`src/rtl/lc3_pkg.sv`:
```
// Shared types and constants for the LC-3 memory interface.
package lc3_pkg;

    localparam int unsigned LC3_WORD_W    = 16;
    localparam int unsigned LC3_MEM_TMO_W = 8;

    // Access FSM; encoding is fixed so the state can be probed by other blocks.
    typedef enum logic [1:0] {
        IDLE    = 2'd0,
        RD_WAIT = 2'd1,
        WR_WAIT = 2'd2,
        DONE    = 2'd3
    } lc3_mem_state_e;

endpackage

```
`src/rtl/lc3_mem_if_if.sv`:
```
// External memory port of the LC-3 memory interface.
// master: the lc3_mem_if block; slave: the memory model or controller.
interface lc3_mem_bus_if;
    import lc3_pkg::*;

    logic [LC3_WORD_W-1:0] mem_addr;
    logic [LC3_WORD_W-1:0] mem_wdata;
    logic [LC3_WORD_W-1:0] mem_rdata;
    logic                  mem_req;
    logic                  mem_we;
    logic                  mem_ready;

    modport master (
        output mem_addr, mem_wdata, mem_req, mem_we,
        input  mem_rdata, mem_ready
    );

    modport slave (
        input  mem_addr, mem_wdata, mem_req, mem_we,
        output mem_rdata, mem_ready
    );

endinterface

```
`src/rtl/lc3_mem_timer.sv`:
```
// Watchdog counter for a pending memory access. Counts cycles while i_run is
// high and flags the cycle on which the access has waited LIMIT cycles.
module lc3_mem_timer
    import lc3_pkg::*;
#(
    parameter int unsigned LIMIT = 255
) (
    input  logic i_clk,
    input  logic i_rst_n,
    input  logic i_clear,
    input  logic i_run,
    output logic o_expired
);

    localparam logic [LC3_MEM_TMO_W-1:0] LastCnt = LC3_MEM_TMO_W'(LIMIT - 1);

    logic [LC3_MEM_TMO_W-1:0] r_cnt;

    // Cycle counter; the FSM leaves the wait state on expiry so it never wraps.
    always_ff @(posedge i_clk or negedge i_rst_n) begin
        if (!i_rst_n) begin
            r_cnt <= '0;
        end else if (i_clear) begin
            r_cnt <= '0;
        end else if (i_run) begin
            r_cnt <= r_cnt + 1'b1;
        end
    end

    assign o_expired = i_run && (r_cnt == LastCnt);

endmodule

```
`src/rtl/lc3_mem_if.sv`:
```
// LC-3 memory interface: MAR/MDR, memory handshake and gated MDR bus drive.
// Optional watchdog enabled by defining LC3_MEM_TIMEOUT_EN.
module lc3_mem_if
    import lc3_pkg::*;
#(
    parameter int unsigned TIMEOUT_CYCLES = 255
) (
    input  logic                  i_clk,
    input  logic                  i_rst_n,
    input  logic [LC3_WORD_W-1:0] i_data_bus,
    input  logic                  i_ld_mar,
    input  logic                  i_ld_mdr,
    input  logic                  i_mio_en,
    input  logic                  i_r_w,
    input  logic                  i_gate_mdr,
    output logic [LC3_WORD_W-1:0] o_mdr_bus,
    output logic                  o_r,
    output logic                  o_mem_err,
    lc3_mem_bus_if.master         io_mem
);

    if (TIMEOUT_CYCLES < 1 || TIMEOUT_CYCLES > 255) begin : g_bad_cfg
        $error("lc3_mem_if: TIMEOUT_CYCLES must be in 1..255");
    end

    lc3_mem_state_e        r_state, w_state_d;
    logic [LC3_WORD_W-1:0] r_mar, w_mar_d;
    logic [LC3_WORD_W-1:0] r_mdr, w_mdr_d;
    logic                  r_req, w_req_d;
    logic                  r_we, w_we_d;
    logic                  r_err, w_err_d;
    logic                  w_in_wait;
    logic                  w_expired;

    assign w_in_wait = (r_state == RD_WAIT) || (r_state == WR_WAIT);

`ifdef LC3_MEM_TIMEOUT_EN
    lc3_mem_timer #(
        .LIMIT (TIMEOUT_CYCLES)
    ) u_timer (
        .i_clk     (i_clk),
        .i_rst_n   (i_rst_n),
        .i_clear   (!w_in_wait),
        .i_run     (w_in_wait),
        .o_expired (w_expired)
    );
`else
    assign w_expired = 1'b0;
`endif

    // State and datapath registers.
    always_ff @(posedge i_clk or negedge i_rst_n) begin
        if (!i_rst_n) begin
            r_state <= IDLE;
            r_mar   <= '0;
            r_mdr   <= '0;
            r_req   <= 1'b0;
            r_we    <= 1'b0;
            r_err   <= 1'b0;
        end else begin
            r_state <= w_state_d;
            r_mar   <= w_mar_d;
            r_mdr   <= w_mdr_d;
            r_req   <= w_req_d;
            r_we    <= w_we_d;
            r_err   <= w_err_d;
        end
    end

    // Next-state: loads only in IDLE, completion or abort in the wait states.
    always_comb begin
        w_state_d = r_state;
        w_mar_d   = r_mar;
        w_mdr_d   = r_mdr;
        w_req_d   = r_req;
        w_we_d    = r_we;
        w_err_d   = r_err;
        case (r_state)
            IDLE: begin
                if (i_ld_mar) begin
                    w_mar_d = i_data_bus;
                end
                if (i_ld_mdr && !i_mio_en) begin
                    w_mdr_d = i_data_bus;
                end
                if (i_mio_en) begin
                    w_we_d    = i_r_w;
                    w_req_d   = 1'b1;
                    w_state_d = i_r_w ? WR_WAIT : RD_WAIT;
                end
            end
            RD_WAIT, WR_WAIT: begin
                // A ready on the expiry cycle is a normal completion.
                if (io_mem.mem_ready) begin
                    w_req_d   = 1'b0;
                    w_state_d = DONE;
                    if (r_state == RD_WAIT) begin
                        w_mdr_d = io_mem.mem_rdata;
                    end
                end else if (w_expired) begin
                    w_req_d   = 1'b0;
                    w_err_d   = 1'b1;
                    w_state_d = DONE;
                    if (r_state == RD_WAIT) begin
                        w_mdr_d = '0;
                    end
                end
            end
            DONE: begin
                w_state_d = IDLE;
            end
            default: begin
                w_state_d = IDLE;
            end
        endcase
    end

    assign io_mem.mem_addr  = r_mar;
    assign io_mem.mem_wdata = r_mdr;
    assign io_mem.mem_req   = r_req;
    assign io_mem.mem_we    = r_we;
    assign o_r              = (r_state == DONE);
    assign o_mem_err        = r_err;
    assign o_mdr_bus        = i_gate_mdr ? r_mdr : '0;

endmodule
```
`src/flat_wrapper.sv`:
```
// flat-port wrapper written by rule: the top's interface ports become plain ports
module lc3_mem_if_flat import lc3_pkg::*;
#(
    parameter int unsigned TIMEOUT_CYCLES = 255
)
  (i_clk, i_rst_n, i_data_bus, i_ld_mar, i_ld_mdr, i_mio_en, i_r_w, i_gate_mdr, o_mdr_bus, o_r, o_mem_err, io_mem_mem_addr, io_mem_mem_wdata, io_mem_mem_req, io_mem_mem_we, io_mem_mem_rdata, io_mem_mem_ready);
  lc3_mem_bus_if io_mem_i ();
  input  logic i_clk;
  input  logic i_rst_n;
  input  logic [LC3_WORD_W-1:0] i_data_bus;
  input  logic i_ld_mar;
  input  logic i_ld_mdr;
  input  logic i_mio_en;
  input  logic i_r_w;
  input  logic i_gate_mdr;
  output logic [LC3_WORD_W-1:0] o_mdr_bus;
  output logic o_r;
  output logic o_mem_err;
  output wire logic [$bits(io_mem_i.mem_addr)-1:0] io_mem_mem_addr;
  output wire logic [$bits(io_mem_i.mem_wdata)-1:0] io_mem_mem_wdata;
  output wire logic [$bits(io_mem_i.mem_req)-1:0] io_mem_mem_req;
  output wire logic [$bits(io_mem_i.mem_we)-1:0] io_mem_mem_we;
  input wire logic [$bits(io_mem_i.mem_rdata)-1:0] io_mem_mem_rdata;
  input wire logic [$bits(io_mem_i.mem_ready)-1:0] io_mem_mem_ready;
  assign io_mem_mem_addr = io_mem_i.mem_addr;
  assign io_mem_mem_wdata = io_mem_i.mem_wdata;
  assign io_mem_mem_req = io_mem_i.mem_req;
  assign io_mem_mem_we = io_mem_i.mem_we;
  assign io_mem_i.mem_rdata = io_mem_mem_rdata;
  assign io_mem_i.mem_ready = io_mem_mem_ready;
  lc3_mem_if #(.TIMEOUT_CYCLES(TIMEOUT_CYCLES)) u_core (.i_clk(i_clk), .i_rst_n(i_rst_n), .i_data_bus(i_data_bus), .i_ld_mar(i_ld_mar), .i_ld_mdr(i_ld_mdr), .i_mio_en(i_mio_en), .i_r_w(i_r_w), .i_gate_mdr(i_gate_mdr), .o_mdr_bus(o_mdr_bus), .o_r(o_r), .o_mem_err(o_mem_err), .io_mem(io_mem_i));
endmodule
```
`config.mk`:
```
export PLATFORM = sky130hd
export DESIGN_NAME = lc3_mem_if_flat
export DESIGN_NICKNAME = d
export VERILOG_FILES = /design/src/rtl/lc3_pkg.sv /design/src/rtl/lc3_mem_if_if.sv /design/src/rtl/lc3_mem_timer.sv /design/src/rtl/lc3_mem_if.sv /design/src/flat_wrapper.sv
export SDC_FILE = /design/constraint.sdc
export NUM_CORES = 1
export LEC_CHECK = 0
export ABC_AREA = 1
export CELL_PAD_IN_SITES_DETAIL_PLACEMENT = 1
export CELL_PAD_IN_SITES_GLOBAL_PLACEMENT = 2
export CORE_MARGIN = 4
export CORE_UTILIZATION = 23
export CTS_BUF_LIST = sky130_fd_sc_hd__clkbuf_4
export DETAILED_ROUTE_END_ITERATION = 7
export PLACE_DENSITY = 0.9
export SLEW_MARGIN = 20
export SYNTH_ARGS = -nofsm -noshare
export SYNTH_HDL_FRONTEND = slang
export SYNTH_HIERARCHICAL = 1
export SYNTH_SLANG_ARGS = --single-unit
```
`constraint.sdc`:
```
create_clock -name i_clk -period 2.2 [get_ports i_clk]
set_input_delay 0.55 -clock i_clk [delete_from_list [all_inputs] [get_ports i_clk]]
set_output_delay 0.55 -clock i_clk [all_outputs]
set_load 0.01 [all_outputs]
```
Word-level counts from Yosys, hierarchy flattened:

Index checks and enable logic that the tools add are counted.

* reduce and logical (&&, ||, !) cells: 10
* equal/unequal tests: 7
* multiplexer cells: 12

Operators with widths (count)
* two-way mux 16 bit: 4
* one-hot mux 16 bit (2 select lines): 1
* two-way mux 2 bit: 3
* one-hot mux 2 bit (3 select lines): 1
* AND reduction 2 bit: 3
* equality test 2 bit, second input constant: 2
* inequality test 2 x 1 -> 1 bit, second input constant: 2
* inequality test 2 bit, second input constant: 2
* AND reduction 4 bit: 1
* AND reduction 3 bit: 1
* equality test 2 x 1 -> 1 bit, second input constant: 1
* logical NOT 2 bit: 1
* two-way mux 1 bit: 2
* one-hot mux 1 bit (2 select lines): 1
* nonzero test 2 bit: 1
* OR reduction 2 bit: 1
* logical AND 1 bit: 1
* logical NOT 1 bit: 1

* output and inout port bits: 52
* register bits after elaboration: 36
* word-level logic and storage cells: 34
* input bits: 40

Depth between registers and ports, before layout:

* depth after elaboration: 4
* mapped depth: 9
* mapped depth without buffers: 8

Worst setup path before layout:

No wires, ideal clock.

* kind: input -> output
* start point: input port i_gate_mdr
* end point: output port o_mdr_bus[10]
* path buffers: 2
* path slack: 0.569 ns
* data arrival time: 1.081 ns
* cell stages on the path: 4
* cells stage by stage: clkbuf_1 buf_2 nand2_1 inv_1

* longest elaborated chain between the ends: 1

RTL lines
* from (decl): line flat_wrapper.sv:15 `input logic i_gate_mdr;`
* two-way mux 16 bit: line lc3_mem_if.sv:124 `assign o_mdr_bus = i_gate_mdr ? r_mdr : '0;`
* to (decl): line flat_wrapper.sv:16 `output logic [LC3_WORD_W-1:0] o_mdr_bus;`

Every way passes these cells.

Worst setup path after layout:

* start point: input port i_gate_mdr
* end point: output port o_mdr_bus[8]

Same word-level chain as after synthesis.

==> metrics.md <==
| Metric | Value |
|---|---|
| Status | `finished, final reports clean` |
| Worst setup startpoint | `i_gate_mdr` |
| # nets final | `379` |
| Post-route cell area | `2890 sq um` |
| Die extent in x | `97.8 um` |
| Crit Path Category | `in -> out` |
| Worst EP required | `1650 ps` |
| Row cnt | `32` |
| Number of antenna violations at the first check in global routing | `0` |
| RR Startpoint | `u_core/r_state[0]` |
| Highest clock rate | `468 MHz` |
| Post-DP HPWL | `4.61 mm` |
| Register Area | `901 sq um` |
| Largest cells by area after synthesis | `dfrtp_1, nand2_1, inv_1` |
| Hold Path Class | `in -> async` |
| Clock sink count | `36` |
| R2R cell count | `7` |
| Post-synthesis cell area | `1860 sq um` |
| TritonCTS clock tree | `done` |
| First-pass GRT wire length | `9.07 mm` |
| Hold WS | `194 ps` |
| N_diodes | `0` |
| Hold Vio Cnt, Final | `0` |
| Yosys top cell area share | `0.486` |
| H-tree levels | `2` |
| GRT Residual Overflow | `0` |
| Final setup fails | `0` |
| Number of global-route vias before repair | `1,790` |
| Clock Latency Late Sink | `330 ps` |
| Initial Util | `0.239` |
| Post-DR wirelength/cell | `12.8 um` |
| Synth Area in Adders | `0.0270` |
| Largest area contributor in the netlist | `dfrtp_1` |
| Final Cycle Share | `0.970` |
| Worst Tran Pin Value | `575 ps` |
| R2R setup slack | `470 ps` |
| Tot GR Track Use | `0.118` |
| Compound-cell area share of the yosys netlist | `0.103` |
| CORE AREA | `7770 sq um` |
| Maxcap violations | `0` |
| CP Cell Sequence | `clkdlybuf4s50_1 -> buf_12 -> nand2_1 -> inv_1 -> dlygate4sd2_1` |
| Die footprint | `9570 sq um` |
| Post-Syn Nets | `289` |
| GP Congestion | `0.764` |
| Ratio of cells with drive above 1 in the final layout | `0.0565` |
| Leakage | `0.00155 uW` |
| RSZ-0062 raised after global routing | `no` |
| Max Transition Viols Final | `0` |
| Critical path launch point type | `primary input` |
| Clk slew on worst S/H paths | `110 ps` |
| Reg2Reg Capture Point | `u_core/io_mem.mem_wdata[6]` |
| Die Y | `97.8 um` |
| CP endpoint kind | `output pin` |
| Critical Path Max Stage Delay | `510 ps` |
| Port Buffer Count | `90` |
| Seq cells post-synth | `36` |
| Yosys warns | `6` |
| Post-synthesis simple-gate area fraction | `0.255` |
| Setup bufs post-CTS | `0` |
| Synth-to-Final Area Change | `55.8%` |
| Initial DRC Count | `34` |
| # IOs | `92` |
| Final min period | `2130 ps` |
| Fillers | `951` |
| Cell variety after synth | `17` |
| Top delay family on crit path | `buffers and inverters` |
| Layout Skew | `6.90 ps` |
| Crit path buf inv count | `4` |
| Multi-input logic area | `718 sq um` |
| Antenna-violating nets left | `0` |
| WL final | `5.62 mm` |
| Crit Path Max Fanout | `16` |
| WP depth | `5` |
| Most frequent cells in the layout | `nand2_1, clkdlybuf4s50_1, inv_1, dfrtp_1, o21ai_0` |
| Syn Area/Cell | `7.57 sq um` |
| CTS max path bufs | `2` |
| Cts bufs inserted | `5` |
| Total number of vias | `1,791` |
| Cts hold-fix bufs | `0` |
| CTS root buffer | `clkbuf_4` |
| XOR/XNOR Fraction of Synth Area | `0` |
| # DRC | `0` |
| Vias/cell | `4.09` |
| Placed Instance Area | `2850 sq um` |
| Mux contribution to synthesized area | `0` |
| Largest family of logic cells by synthesized area | `simple AND/OR/NAND/NOR gates` |
| CP arrival | `1580 ps` |
| Worst vdd ir | `630 uV` |
| Largest net degree at the start of global routing | `33` |
| CP Capture Point | `o_mdr_bus[8]` |
| Sequential area share after synthesis | `0.486` |
| Relative slew margins | `0.617` |
| Leading cell type in the layout, fill and taps excluded | `nand2_1` |
| DR pass1 iterations | `4` |
| Crit-path slowest cell | `clkdlybuf4s50_1` |
| Resize count post-CTS | `16` |
| Power Density | `1390 nW/um^2` |
| Cells after synthesis | `245` |
[cell usage after synthesis]
master,count
buf_4,3
dfrtp_1,36
ha_1,4
o21ai_1,6
buf_6,2
o21ai_0,30
a21oi_1,1
nand3_1,17
nand3_2,1
nand2_2,1
buf_2,6
conb_1,1
clkbuf_1,2
nand2_1,90
nand2_4,3
inv_1,41
a31oi_1,1
[layout make-up]
class	instances	share of cell area
Timing Repair Buffer	96	0.323
Clock inverter	1	0.00130
Sequential cell	36	0.312
Tap cell	102	0.0442
Clock buffer	7	0.0182
Inverter	41	0.0532
Multi-Input combinational cell	155	0.248
[sequential cells by signal (all words and copies together), names as in the netlist]
signal / cells
u_core/io_mem.mem_req: 1
u_core/io_mem.mem_wdata: 16
u_core/io_mem.mem_addr: 16
u_core/r_state: 2
u_core/io_mem.mem_we: 1
[metrics by stage]
stage	utilization	cells	power, uW	setup TNS [ps]	setup WS [ps]
6_report	0.372	438	4000	0	65.5
5_1_grt	0.372	438	4390	0	8.56
4_1_cts	0.372	438	4080	0	43.3
3_5_place_dp	0.367	430	3760	-3010	-220
3_3_place_gp	0.367	430	3670	-2770	-179
2_1_floorplan	-	245	2650	0	569
[per-layer routing]
layer	track usage	routed length, um	vias up
met3	0.0286	250	5
met4	0.0415	85	0
li1	-	-	921
met5	0	0	-
met1	0.147	2580	821
met2	0.198	2700	44
[cell families after synthesis]
group | Yosys count
other | 1
AO/OA/AOI/OAI | 38
AND/OR/NAND/NOR | 112
buffers and inverters | 54
adder cells (fa/ha/maj) | 4
flip-flops | 36
[where the power goes]
| part | internal, uW | switching, uW |
|---|---|---|
| sequential | 990 | 209 |
| clock | 148 | 214 |
| combinational | 1100 | 1350 |
| total | 2230 | 1770 |
[worst min-delay path by stage]
stage,to,depth (start not counted),start
floorplan,u_core/io_mem.mem_addr[0],0,i_rst_n
detailed placement,u_core/io_mem.mem_addr[1],2,u_core/io_mem.mem_addr[1]
global placement,u_core/io_mem.mem_addr[1],2,u_core/io_mem.mem_addr[1]
global route,u_core/r_state[0],1,i_rst_n
finish,u_core/io_mem.mem_addr[15],1,i_rst_n
CTS,u_core/io_mem.mem_addr[0],1,i_rst_n
Power figures use the tool's default switching activity.
